===== src/rtl/naive_bus_rom_arbiter.sv =====
// Two-master round-robin arbiter onto one naive_bus slave with registered read data.
// Holds the selection across slave stalls and routes each read return to its issuer.
module naive_bus_rom_arbiter #(
  parameter int unsigned ADDR_W = 32,
  parameter int unsigned DATA_W = 32
) (
  input  logic              clk,
  input  logic              rst,
  // master 0: instruction fetch
  input  logic              m0_rd_req,
  input  logic [ADDR_W-1:0] m0_rd_addr,
  output logic              m0_rd_gnt,
  output logic [DATA_W-1:0] m0_rd_data,
  input  logic              m0_wr_req,
  input  logic [ADDR_W-1:0] m0_wr_addr,
  input  logic [DATA_W-1:0] m0_wr_data,
  output logic              m0_wr_gnt,
  // master 1: debug / loader
  input  logic              m1_rd_req,
  input  logic [ADDR_W-1:0] m1_rd_addr,
  output logic              m1_rd_gnt,
  output logic [DATA_W-1:0] m1_rd_data,
  input  logic              m1_wr_req,
  input  logic [ADDR_W-1:0] m1_wr_addr,
  input  logic [DATA_W-1:0] m1_wr_data,
  output logic              m1_wr_gnt,
  // slave
  output logic              s_rd_req,
  output logic [ADDR_W-1:0] s_rd_addr,
  input  logic              s_rd_gnt,
  input  logic [DATA_W-1:0] s_rd_data,
  output logic              s_wr_req,
  output logic [ADDR_W-1:0] s_wr_addr,
  output logic [DATA_W-1:0] s_wr_data,
  input  logic              s_wr_gnt
);

  typedef enum logic [0:0] {StFree, StHold} state_e;

  state_e state_q, state_d;
  logic   sel_q, sel_d;
  logic   prio_q, prio_d;
  logic   rd_pend_q, rd_pend_d;
  logic   rd_owner_q, rd_owner_d;

  logic              m0_req, m1_req;
  logic              cur_sel;
  logic              sel_rd_req, sel_wr_req;
  logic              cur_rd, cur_wr;
  logic              rd_fire, wr_fire;
  logic [ADDR_W-1:0] sel_rd_addr, sel_wr_addr;
  logic [DATA_W-1:0] sel_wr_data;

  // State register
  always_ff @(posedge clk or posedge rst) begin
    if (rst) begin
      state_q    <= StFree;
      sel_q      <= 1'b0;
      prio_q     <= 1'b0;
      rd_pend_q  <= 1'b0;
      rd_owner_q <= 1'b0;
    end else begin
      state_q    <= state_d;
      sel_q      <= sel_d;
      prio_q     <= prio_d;
      rd_pend_q  <= rd_pend_d;
      rd_owner_q <= rd_owner_d;
    end
  end

  // Master selection and request muxing; a master's read beats its own write
  always_comb begin
    m0_req = m0_rd_req | m0_wr_req;
    m1_req = m1_rd_req | m1_wr_req;
    if (state_q == StHold) begin
      cur_sel = sel_q;
    end else if (m0_req && m1_req) begin
      cur_sel = prio_q;
    end else begin
      cur_sel = m1_req;
    end
    sel_rd_req  = cur_sel ? m1_rd_req  : m0_rd_req;
    sel_wr_req  = cur_sel ? m1_wr_req  : m0_wr_req;
    sel_rd_addr = cur_sel ? m1_rd_addr : m0_rd_addr;
    sel_wr_addr = cur_sel ? m1_wr_addr : m0_wr_addr;
    sel_wr_data = cur_sel ? m1_wr_data : m0_wr_data;
    cur_rd      = sel_rd_req;
    cur_wr      = sel_wr_req & ~sel_rd_req;
    rd_fire     = cur_rd & s_rd_gnt;
    wr_fire     = cur_wr & s_wr_gnt;
  end

  // Next-state logic
  always_comb begin
    state_d    = state_q;
    sel_d      = sel_q;
    prio_d     = prio_q;
    rd_pend_d  = rd_fire;
    rd_owner_d = rd_fire ? cur_sel : rd_owner_q;
    if (rd_fire || wr_fire) begin
      state_d = StFree;
      prio_d  = ~cur_sel;
    end else if (cur_rd || cur_wr) begin
      // stall: keep the slave for this master until it is granted
      state_d = StHold;
      sel_d   = cur_sel;
    end else begin
      // idle, or held master withdrew its request
      state_d = StFree;
    end
  end

  // Outputs
  always_comb begin
    s_rd_req   = cur_rd;
    s_wr_req   = cur_wr;
    s_rd_addr  = cur_rd ? sel_rd_addr : '0;
    s_wr_addr  = cur_wr ? sel_wr_addr : '0;
    s_wr_data  = cur_wr ? sel_wr_data : '0;
    m0_rd_gnt  = rd_fire & ~cur_sel;
    m1_rd_gnt  = rd_fire &  cur_sel;
    m0_wr_gnt  = wr_fire & ~cur_sel;
    m1_wr_gnt  = wr_fire &  cur_sel;
    m0_rd_data = (rd_pend_q && !rd_owner_q) ? s_rd_data : '0;
    m1_rd_data = (rd_pend_q &&  rd_owner_q) ? s_rd_data : '0;
  end

endmodule


===== config.mk =====
export PLATFORM = sky130hd
export DESIGN_NAME = naive_bus_rom_arbiter
export DESIGN_NICKNAME = d
export VERILOG_FILES = /design/src/rtl/naive_bus_rom_arbiter.sv
export SDC_FILE = /design/constraint.sdc
export NUM_CORES = 1
export LEC_CHECK = 0
export CELL_PAD_IN_SITES_DETAIL_PLACEMENT = 1
export CELL_PAD_IN_SITES_GLOBAL_PLACEMENT = 1
export CORE_ASPECT_RATIO = 1.2
export CORE_MARGIN = 8
export CORE_UTILIZATION = 10
export CTS_BUF_LIST = sky130_fd_sc_hd__clkbuf_4
export DETAILED_ROUTE_END_ITERATION = 7
export GPL_TIMING_DRIVEN = 0
export HOLD_SLACK_MARGIN = 0.05
export PLACE_DENSITY = 0.86
export SLEW_MARGIN = 30
export SYNTH_ARGS = -nofsm -noshare
export SYNTH_HDL_FRONTEND = slang
export SYNTH_SLANG_ARGS = --single-unit

===== constraint.sdc =====
create_clock -name clk -period 2.3 [get_ports clk]
set_input_delay 0.23 -clock clk [delete_from_list [all_inputs] [get_ports clk]]
set_output_delay 0.23 -clock clk [all_outputs]
set_load 0.02 [all_outputs]

[Word level (Yosys, flattened, before mapping)]
Index checks and enable logic that the tools add are counted.
Storage, ports and cells
  flip-flop bits (word level): 5
  input port bits: 232
  output and inout port bits: 166
  word-level logic and storage cells: 38
Cells by class
  mux-type cells: 14
  bitwise gates (word level): 12
  reduce and logical (&&, ||, !) cells: 7
Operator list (count)
  $mux 32: 8
  $and 1x1->1: 7
  $mux 1: 6
  $logic_and 1x1->1: 3
  $not 1->1: 3
  $logic_or 1x1->1: 2
  $or 1x1->1: 2
  $reduce_and 2->1: 1
  $logic_not 1->1: 1

[Longest topological paths before layout]
  depth after elaboration: 11
  mapped depth: 7

[Worst setup path after synthesis]
OpenSTA, ideal clock, no wires.
  path type: reg-to-output
  start point: reg prio_q
  end point: out s_wr_data[22]
  arrival time: 1856 ps
  data required time: 2070 ps
  path slack: 214 ps
  stages on the path, launching flop included: 8
  path buffers: 3
  cells stage by stage: dfrtp_1 -> o21ba_1 -> o31a_1 -> buf_2 -> clkbuf_1 -> buf_1 -> nand2_1 -> a21oi_1
On the way
  cells in the longest elaborated chain, start to end: 6
RTL lines
  from (decl): RTL line 42  | logic prio_q, prio_d;
  from (signal assigned): RTL line 65  | prio_q <= prio_d;
  $mux 1 (*): RTL line 77  | end else if (m0_req && m1_req) begin
  $mux 1 (*): RTL line 75  | if (state_q == StHold) begin
  $mux 1: RTL line 82  | sel_rd_req = cur_sel ? m1_rd_req : m0_rd_req;
  $not 1->1: RTL line 88  | cur_wr = sel_wr_req & ~sel_rd_req;
  $and 1x1->1: RTL line 88
  $mux 32 (*): RTL line 119  | s_wr_data = cur_wr ? sel_wr_data : '0;
  to (decl): RTL line 34  | output logic [DATA_W-1:0] s_wr_data,
Every way passes the cells marked *; elsewhere a longest branch is shown, timed or not.

[Worst setup path after layout]
  start point: reg prio_q
  end point: out s_rd_addr[25]
On the way
  cells in the longest elaborated chain, start to end: 4
RTL lines
  $mux 1 (*): RTL line 77
  $mux 1 (*): RTL line 75
  $mux 32 or $mux 1 (tied branches): RTL line 84, 82
  $mux 32 (*): RTL line 117  | s_rd_addr = cur_rd ? sel_rd_addr : '0;
  to (decl): RTL line 29  | output logic [ADDR_W-1:0] s_rd_addr,
Marked as above.

==> reports/metrics.yaml <==
run_status:
  status: "finished, violations left"
  violations: "setup timing"
drt:
  drt-total-wl_mm: 22.5
  ant_nets: 0
  drt_iter0_markers: 117
  drcViolationCount: 0
  vias: 4751
  viasPerCell: 4.21
  drtPass1Iterations: 4
  wl_per_cell_um: 20.0
placement:
  place_ws_ns: -1.84
  dp.cells: 1095
  dpl_cell_area_um2: 6410
  hpwl_mm: 18.7
  port_buffers: 397
  place.gp.congestion: 0.797
floorplanning:
  coreArea_um2: 20800
  rows: 58
  boundaryPins: 398
  die_w_um: 148
  die_h_um: 175
  start_util_pct: 10.1
  die_area_um2: 25900
yosys:
  syn_avg_cell_area_um2: 4.90
  synth.distinct_cells: 24
  syn_area_um2: 2100
  yosys_warnings: 0
  async_flop_share_pct: 100
  ys_ff_latch: 5
  synthCells: 428
  synth_edf_count: 0
  synth_flop_cell: "dfrtp_1"
  synth_fp_nets: 660
  yosysSeqAreaShare_pct: 5.97
global_routing:
  grt_pass1_wl_mm: 32.1
  grt_pass1_vias: 5417
  track_usage_pct: 16.0
  antenna_found_initial: 0
  grt_max_degree: 11
  overflow: 0
timing:
  final-setup-viol-count: 10
  hold_viol_final: 0
  rsz0062_at_grt: "yes"
  max_slew_margin_pct: 60.3
  setup_ws_ns: -0.0640
  worst_slew_pin_slew_ns: 0.588
  slew_violations: 0
  post-route-period-util_pct: 103
  clock_skew_ns: 0.00777
  period_needed_ns: 2.36
  max_freq_mhz: 423
worst_setup_path:
  critPathArrivalTime_ns: 2.13
  crit_chain: "o21ba_4 -> o31a_1 -> buf_12 -> mux2i_4 -> buf_12 -> buf_8 -> buf_6 -> a21oi_4 -> buf_6"
  critical_path_peak_fanout: 8
  cp_slowest_stage_delay_ns: 0.35
  path_class: "register to output pin"
  start_kind: "register"
  critPathSlowestCell: "dfrtp_1"
  critPathCaptureType: "output pin"
  required_ns: 2.07
clock_network:
  clk_pin_slew_ns: 0.05
  clock_path_buffers: 2
  htreeDepth: 1
  cts_sinks: 5
  clkLatencyLatePin_ns: 0.25
  numCtsBuffers: 3
  cts_tree: "yes"
  cts_root_buf: "clkbuf_4"
  hold_buffers: 0
cells_and_area:
  fin_cells: 1128
  layout.nets: 1091
  stdcell_area_um2: 7220
  diodes: 0
  syn_to_final_growth_pct: 245
  nFillCells: 2551
  layout-drive-gt1-share_pct: 28.2
power_and_ir_drop:
  ir_drop_mv: 0.587
  p_per_area_nw_per_um2: 889
  p_leak_nw: 3.15
job:
  cap_viol_max_count: 0
hold_path:
  hold_path_class: "input pin to asynchronous set/reset pin"
[where the power goes]
group,switching (mW),internal [mW]
registers,0.0610,0.127
clock network,0.0396,0.0776
logic,3.38,2.74
[worst paths after layout]
check	start	to	slack [ns]	cells after the start
setup / recovery	prio_q$_DFFE_PP0P_	s_rd_addr[25]	-0.06	9
hold / removal	rst	rd_pend_q$_DFF_PP0_	0.19	2
setup reg to reg	prio_q$_DFFE_PP0P_	sel_q$_DFFE_PP0P_	0.05	8
hold reg to reg	prio_q$_DFFE_PP0P_	prio_q$_DFFE_PP0P_	0.52	1
max in group asynchronous	rst	state_q$_DFF_PP0_	1.91	2
min in group clk	prio_q$_DFFE_PP0P_	prio_q$_DFFE_PP0P_	0.52	1
[cell families (layout without fill, tap and decap cells)]
kind of cell | after synthesis | after routing | synth area share, %
multiplexers | 4 | 4 | 2.63
AND/OR/NAND/NOR | 269 | 269 | 56.7
buffers and inverters | 45 | 475 | 8.12
flip-flops | 5 | 5 | 5.97
AO/OA/AOI/OAI | 105 | 105 | 26.6
[Yosys cell counts (all sizes together), types with 2 or more instances]
| cell | instances | share of area (%) |
|---|---|---|
| a21oi | 97 | 23 |
| and2 | 33 | 9.9 |
| and3 | 35 | 10 |
| buf | 8 | 1.5 |
| clkbuf | 33 | 5.9 |
| dfrtp | 5 | 6.0 |
| inv | 3 | 0.54 |
| mux2 | 2 | 1.1 |
| mux2i | 2 | 1.6 |
| nand2 | 196 | 35 |
| nor2 | 2 | 0.36 |
| nor2b | 3 | 0.90 |
[area by class of cell]
cell class | count | area, µm² | area share, %
inverters | 4 | 15.0 | 0.208
repair buffers | 428 | 4140 | 57.4
well taps | 270 | 338 | 4.68
flip-flops and latches | 5 | 126 | 1.75
plain buffers | 39 | 417 | 5.77
multi-input cells | 378 | 2150 | 29.8
clock buffers | 4 | 30.0 | 0.416
[layout by cell type, fill, tap and decap left out, types with 2 or more instances in the layout]
| cell type | count |
|---|---|
| clkdlybuf4s50_1 | 291 |
| nand2_1 | 195 |
| buf_4 | 61 |
| a21oi_2 | 50 |
| buf_6 | 44 |
| a21oi_1 | 37 |
| and3_1 | 35 |
| and2_1 | 33 |
| buf_2 | 22 |
| clkbuf_2 | 13 |
| clkbuf_4 | 10 |
| a21oi_4 | 10 |
| clkbuf_16 | 7 |
| buf_12 | 5 |
| buf_8 | 5 |
| dlygate4sd2_1 | 5 |
| clkbuf_8 | 4 |
| dfrtp_1 | 4 |
| clkbuf_1 | 3 |
| nor2b_1 | 2 |
| inv_1 | 2 |
| mux2_1 | 2 |
[sequential cells by signal, summed over array words and instances (netlist names)]
register    count
prio_q          1
rd_owner_q      1
rd_pend_q       1
sel_q           1
state_q         1
[worst max-delay path: cells and delay by family, from the launching register on]
family	cells	cell delay (ns)
AOI/OAI and AO/OA	3	0.63
buffers and inverters	5	0.70
DFF	1	0.35
muxes	1	0.20
[metrics by stage]
step / TNS (ns) / hold WS [ns] / power [mW] / util (%)
final: -0.207 / 0.189 / 6.42 / 34.8
after CTS: -2.05 / 0.190 / 6.14 / 33.7
after global placement: -148.21 / 0.441 / 5.14 / 30.9
after global routing: -1.97 / 0.211 / 6.88 / 34.8
after detailed placement: -153.34 / 0.459 / 5.22 / 30.9
after floorplan: 0 / 0.00852 / 2.66 / -
[what timing repair did]
item | CTS | global route
gates resized for setup | 626 | 92
pin swaps | 2 | 2
setup endpoints to repair | 136 | 124
hold endpoints to repair | 0 | 0
cloned | 5 | 1
buffers inserted | 22 | 5
[layer usage]
layer / wire length, µm / GRT usage (%)
met1: 8200 / 16.0
met5: 0 / 0
met3: 2180 / 5.25
met2: 11800 / 31.0
met4: 308 / 3.15
Note: power is estimated with default switching activity, not from simulation.
